## src/rtl/logic_pkg.sv

```systemverilog
// rtl/logic_pkg.sv - opcode encoding and width default for the bitwise logic unit
package logic_pkg;

  localparam int WIDTH_DEFAULT = 64;

  typedef enum logic [2:0] {
    OP_AND    = 3'd0,
    OP_OR     = 3'd1,
    OP_XOR    = 3'd2,
    OP_NAND   = 3'd3,
    OP_NOR    = 3'd4,
    OP_XNOR   = 3'd5,
    OP_PASS_A = 3'd6,
    OP_NOT_A  = 3'd7
  } op_e;

endpackage

```

## src/rtl/logic_core.sv

```systemverilog
// rtl/logic_core.sv - combinational bitwise operation selected by opcode
module logic_core
  import logic_pkg::*;
#(
  parameter int WIDTH = WIDTH_DEFAULT
) (
  input  logic [WIDTH-1:0] a,
  input  logic [WIDTH-1:0] b,
  input  op_e              op,
  output logic [WIDTH-1:0] result
);

  always_comb begin
    result = '0;
    case (op)
      OP_AND:    result = a & b;
      OP_OR:     result = a | b;
      OP_XOR:    result = a ^ b;
      OP_NAND:   result = ~(a & b);
      OP_NOR:    result = ~(a | b);
      OP_XNOR:   result = ~(a ^ b);
      OP_PASS_A: result = a;
      OP_NOT_A:  result = ~a;
    endcase
  end

endmodule

```

## src/rtl/logic_unit_pipe.sv

```systemverilog
// rtl/logic_unit_pipe.sv - bitwise logic unit with a DEPTH-entry result FIFO and pop counter
module logic_unit_pipe
  import logic_pkg::*;
#(
  parameter int WIDTH = WIDTH_DEFAULT,
  parameter int DEPTH = 2
) (
  input  logic             clk,
  input  logic             rst_n,
  input  logic             in_valid,
  output logic             in_ready,
  input  logic [WIDTH-1:0] in_a,
  input  logic [WIDTH-1:0] in_b,
  input  logic [2:0]       in_op,
  output logic             out_valid,
  input  logic             out_ready,
  output logic [WIDTH-1:0] out_result,
  output logic [2:0]       out_op,
  output logic [15:0]      op_count
);

  localparam int AW = $clog2(DEPTH);
  localparam int PW = AW + 1;

  logic [WIDTH-1:0] core_result;
  logic [WIDTH-1:0] mem_result [DEPTH];
  logic [2:0]       mem_op     [DEPTH];
  logic [PW-1:0]    wr_ptr;
  logic [PW-1:0]    rd_ptr;
  logic [WIDTH-1:0] last_result;
  logic [2:0]       last_op;
  logic             empty;
  logic             full;
  logic             push;
  logic             pop;

  logic_core #(.WIDTH(WIDTH)) u_core (
    .a      (in_a),
    .b      (in_b),
    .op     (op_e'(in_op)),
    .result (core_result)
  );

  // Extra pointer bit separates full from empty when the index bits match.
  assign empty     = (wr_ptr == rd_ptr);
  assign full      = ((wr_ptr - rd_ptr) == PW'(DEPTH));
  assign in_ready  = ~full;
  assign out_valid = ~empty;
  assign push      = in_valid & ~full;
  assign pop       = out_valid & out_ready;

  // When drained, the outputs show the most recently popped entry.
  assign out_result = empty ? last_result : mem_result[rd_ptr[AW-1:0]];
  assign out_op     = empty ? last_op     : mem_op[rd_ptr[AW-1:0]];

  always_ff @(posedge clk) begin
    if (push) begin
      mem_result[wr_ptr[AW-1:0]] <= core_result;
      mem_op[wr_ptr[AW-1:0]]     <= in_op;
    end
  end

  always_ff @(posedge clk or negedge rst_n) begin
    if (!rst_n) begin
      wr_ptr      <= '0;
      rd_ptr      <= '0;
      last_result <= '0;
      last_op     <= '0;
      op_count    <= '0;
    end else begin
      if (push) begin
        wr_ptr <= wr_ptr + 1'b1;
      end
      if (pop) begin
        rd_ptr      <= rd_ptr + 1'b1;
        last_result <= mem_result[rd_ptr[AW-1:0]];
        last_op     <= mem_op[rd_ptr[AW-1:0]];
        op_count    <= op_count + 16'd1;
      end
    end
  end

endmodule

```

## config.mk

```make
export PLATFORM = sky130hd
export DESIGN_NAME = logic_unit_pipe
export DESIGN_NICKNAME = d
export VERILOG_FILES = /design/src/rtl/logic_pkg.sv /design/src/rtl/logic_core.sv /design/src/rtl/logic_unit_pipe.sv
export SDC_FILE = /design/constraint.sdc
export NUM_CORES = 1
export LEC_CHECK = 0
export CORE_ASPECT_RATIO = 0.5
export CORE_MARGIN = 4
export CORE_UTILIZATION = 58
export CTS_CLUSTER_DIAMETER = 30
export DETAILED_ROUTE_END_ITERATION = 7
export PLACE_DENSITY_LB_ADDON = 0.15
export SETUP_SLACK_MARGIN = 0.02
export SKIP_LAST_GASP = 1
export SLEW_MARGIN = 10
export SYNTH_ARGS = -nofsm -noshare
export SYNTH_HDL_FRONTEND = slang
export SYNTH_HIERARCHICAL = 1
export SYNTH_SLANG_ARGS = --single-unit
export TNS_END_PERCENT = 10
```

## constraint.sdc

```tcl
create_clock -name clk -period 9.8 [get_ports clk]
set_input_delay 1.96 -clock clk [delete_from_list [all_inputs] [get_ports clk]]
set_output_delay 1.96 -clock clk [all_outputs]
set_load 0.05 [all_outputs]
```

Yosys cells after proc, flatten, opt, wreduce, memory -nomap -nowiden. Memory sizes are Yosys's and may differ from the RTL's. Index checks and enable logic that the tools add are counted.

$add $sub $neg: 4. Multiply operators: 0. Divide/modulo/power cells: 0. Order comparisons: 0. Equal/unequal tests: 9. Shifts and indexed selects: 0. Multiplexer cells: 5. Bitwise operators: 11. Reductions and logical operators: 1.

Operator list (count): case mux 64 bit (8 select lines) (1); inverter 64 bit (4); AND 64 bit (1); 2-to-1 mux 64 bit (1); OR 64 bit (1); bitwise XOR 64 bit (1); adder 16 x 1 -> 16 bit (second input constant) (1); == test 3 bit (second input constant) (4); == test 3 x 2 -> 1 bit (second input constant) (2); adder 2 x 1 -> 2 bit (second input constant) (2); == test 3 x 1 -> 1 bit (second input constant) (1); zero test 3 bit (1); 2-to-1 mux 3 bit (1); AND 1 bit (2); == test 2 bit (1); == test 2 bit (second input constant) (1); 2-to-1 mux 1 bit (2); inverter 1 bit (2); subtractor 2 bit (1).

Flip-flop bits (word level): 87. Bits in latches: 0. Bits in writable memories: 134. ROM bits: 0. Input bits: 135. Output and inout port bits: 85. Word-level logic and storage cells: 37. Memories: 2.

Memories: mem_result (words 2, width 64, rd ports 1, clocked after memory_dff 0, wr ports 1, RTL line logic_unit_pipe.sv:26) `logic [WIDTH-1:0] mem_result [DEPTH];`; mem_op (words 2, width 3, rd ports 1, clocked after memory_dff 0, wr ports 1, RTL line logic_unit_pipe.sv:27) `logic [2:0] mem_op [DEPTH];`.

Logic depth before layout (Yosys ltp).
Depth in word-level cells: 6. Depth in mapped cells: 8. Depth with buffers taken out: 6.

Hierarchy. The synthesis kept the hierarchy.

By module, submodules not included: logic_unit_pipe (instances 1, cells each 651, area each 8705.8 µm², sequential area each 6200.9 µm²); logic_core (instances 1, cells each 876, area each 6672.6 µm², sequential area each 0.0 µm²).

Worst setup path after synthesis. No wires, ideal clock.

Path type: input -> register. Start point: input port in_valid. End point: memory mem_op[0][0], enable pin. Setup time: 0.493 ns. Data arrival time: 4.855 ns. Required time: 9.307 ns. Setup slack: 4.452 ns. Stages on the path: 2. Buffers on the path: 0. Cell sequence: nand2_1 -> nor2_1.

Cells in the longest elaborated chain, start to end: 3.

Ends and longest elaborated chain: start: declaration (RTL line logic_unit_pipe.sv:10) `input logic in_valid,`; AND 1 bit (RTL line logic_unit_pipe.sv:49) `assign push = in_valid & ~full;`; 2-to-1 mux 1 bit (RTL line logic_unit_pipe.sv:57) `if (push) begin`; 2-to-1 mux 1 bit (implied by the code) (RTL line logic_unit_pipe.sv:59) `mem_op[wr_ptr[AW-1:0]] <= in_op;`; end: declaration (RTL line logic_unit_pipe.sv:27).

Every way passes these cells.

Worst setup path after layout.
Start point: register rd_ptr[0]. End point: output port out_result[29].

Cells in the longest elaborated chain, start to end: 2. Elaborated cells between the ends (all ways): 3. Those cells by class: eq/ne: 1; mux: 1; memory: 1.

Ends and longest elaborated chain: start: declaration (RTL line logic_unit_pipe.sv:29) `logic [PW-1:0] rd_ptr;`; start signal: assignment (RTL line logic_unit_pipe.sv:75) `rd_ptr <= rd_ptr + 1'b1;`; memory (2 x 64 bit) or == test 2 bit (tied branches); 2-to-1 mux 64 bit (*) (RTL line logic_unit_pipe.sv:53) `assign out_result = empty ? last_result : mem_result[rd_ptr[AW-1:0]];`; end: declaration (RTL line logic_unit_pipe.sv:17) `output logic [WIDTH-1:0] out_result,`.

Every way passes the cells marked *; elsewhere a longest branch is shown, timed or not.

==> flow_summary.yaml <==
logic_synthesis:
  synth_warnings: 6
  syn-num-nets: 1791
  synth.distinct_cells: 41
  synth.area.top_cells: "edfxtp_1 (26%), dfrtp_1 (14%), ha_1 (10%)"
  synth_area_leader_cell: "edfxtp_1"
  syn_area_um2: 15400
  syn_avg_cell_area_um2: 10.1
  yosysTopAreaCellShare_pct: 26.2
  ys_seq_area_share_pct: 40.3
  ys_ff_latch: 221
  syn_inst: 1527
power_and_ir_drop:
  leakagePower_uw: 0.00824
  cellPowerDensity_nw_per_um2: 347
  ir_drop_mv: 0.356
sta:
  rsz0062_at_grt: "false"
  hold_ws_ps: 475
  worstMarginPinSlew_ps: 1060
  fin_crit_sh_pct: 59.5
  setup_viol: 0
  final.setup.tns_ps: 0
  max_freq_mhz: 171
  final_max_slew_viol_count: 0
  period_minus_slack_ps: 5840
  skew_ps: 24.5
  slew_headroom_pct: 29.6
  hold_violations: 0
floorplan:
  die_x_um: 238
  die_area_um2: 29300
  io_pins: 220
  start_util_pct: 60.0
  core_area_um2: 25600
  die_h_um: 123
  rows: 41
drt:
  via_per_inst: 5.70
  wl_per_cell_um: 18.0
  drcViolationCount: 0
  ant_nets: 0
  vias: 11700
  first_pass_iters: 7
  totalWireLength_um: 37100
  drt_iter0_drc: 673
cts:
  post_cts_resized: 0
  clock_latency_ps: 510
  clkTransAtPathRegs_ps: 60
  cts_root_buf: "clkbuf_16"
  cts_tree: "yes"
  cts_hold_repair.buffers: 0
  postCtsSetupBuffers: 0
  cts_buffers: 34
  clock_sinks: 221
  clock_path_buffers: 3
  htreeDepth: 2
placed_design:
  dp.cells: 1997
  dpl.hpwl_um: 24300
  gp_congestion: 0.796
  numPortBuffers: 219
critical_path:
  worstPathRequired_ps: 7840
  crit_path_max_fanout: 90
  timing.rr.start: "rd_ptr[0]"
  arrival_ps: 3880
  crit_path_start_kind: "flip-flop"
  critical-path-slowest-cell: "clkdlybuf4s50_1"
  startpoint: "rd_ptr[0]"
  max_stage_delay_ps: 840
  crit_chain: "xnor2_4, nand2_4, buf_4, nor2_1, a21oi_1, clkdlybuf4s50_1"
  critPathCaptureType: "output port"
  crit_type: "flip-flop to output port"
run:
  max_cap_viol_count: 0
layout:
  drive_gt1_share_pct: 9.16
  layout.nets: 1953
  instances_no_fill: 2059
  layout_common_cells: "clkdlybuf4s50_1 (215), inv_1 (193), nor2_1 (181), a21oi_1 (181), edfxtp_1 (134)"
  layout_commonest_cell: "clkdlybuf4s50_1"
  syn_to_final_growth_pct: 22.3
global_route:
  grt_pass1_vias: 11800
  grt_max_degree: 213
  antenna_found_initial: 2
  grt.total_usage_pct: 24.6
  grt_pass1_wl_um: 58000
  globalRouteOverflowTotal: 0
worst_hold_path:
  hp-start: "op_count[15]"
  hold_path_class: "flip-flop to flip-flop"
run_status:
  outcome: "complete, no violations"
==> critical path: cells and delay by family, from the launching register on <==
| kind | cells | cell delay (ps) |
|---|---|---|
| compound gates | 1 | 210 |
| xor+xnor | 1 | 260 |
| buf+inv | 2 | 1630 |
| flops | 1 | 660 |
| simple gates | 2 | 520 |
==> final cells by class <==
class	count	area [µm²]
tap	344	430
antenna	1	2.50
timing repair buffer	228	2270
inverter	193	724
multi-input combinational	1011	7910
clock buffer	39	921
fill	1743	6850
clock inverter	22	340
sequential	221	6200
==> power breakdown <==
part	switching, µW	leakage, µW	total [µW]	internal [µW]
logic	2470	0.00531	3630	1160
registers	174	0.00232	1570	1390
clock network	459	0.000606	1330	872
total	3100	0.00824	6520	3420
==> path summary, 6_finish.rpt <==
path / slack [ps] / endpoint / cells past startpoint
max: 3960 / out_result[29] / 6
min: 480 / op_count[15] / 1
max reg2reg: 7050 / last_result[23] / 5
min reg2reg: 480 / op_count[15] / 1
max in group asynchronous: 7200 / rd_ptr[0] / 2
min in group asynchronous: 1430 / last_result[0] / 1
==> logic make-up after synthesis <==
| logic type | share of synthesized area [%] |
|---|---|
| compound gates | 12.4 |
| simple gates | 8.75 |
| buf+inv | 8.41 |
| flops | 40.3 |
| mux | 15.5 |
| fa+ha+maj | 10.5 |
| xor+xnor | 4.09 |
==> registers in the layout, indices dropped and copies added (netlist names) <==
register and flops:
last_op 3, rd_ptr 2, mem_op 6, mem_result 128
last_result 64, op_count 16, wr_ptr 2
==> Yosys cell counts (all sizes together) <==
cell type  number
a211o           1
a211oi         19
a21o            2
a21oi         181
a22o           17
and2            2
and3            5
buf            79
clkbuf         23
dfrtp          87
edfxtp        134
ha            129
inv           193
mux2           15
mux2i         114
mux4           46
nand2          73
nand2b         19
nand3           7
nand4           9
nor2          183
nor4b           1
o21ai          68
o32a           34
or2            17
or3             1
xnor2          21
xor2           47
==> per-stage QoR <==
stage	area [µm²]	total power [µW]	utilization, %	setup WS, ps
global placement	17500	5110	68.4	4710
detailed placement	17500	5190	68.4	4640
floorplan	15400	4100	-	4450
CTS	18800	6570	73.3	3990
finish	18800	6520	73.3	3960
global route	18800	6840	73.3	3800
==> layer usage <==
layer | track usage [%] | vias up | wire [µm]
met3 | 4.44 | 101 | 1850
met5 | 0 | - | 13
met1 | 29.3 | 5643 | 15100
met2 | 45.5 | 358 | 19000
li1 | - | 5636 | -
met4 | 9.02 | 2 | 1160
No activity file was read; power rests on OpenSTA's default activity.
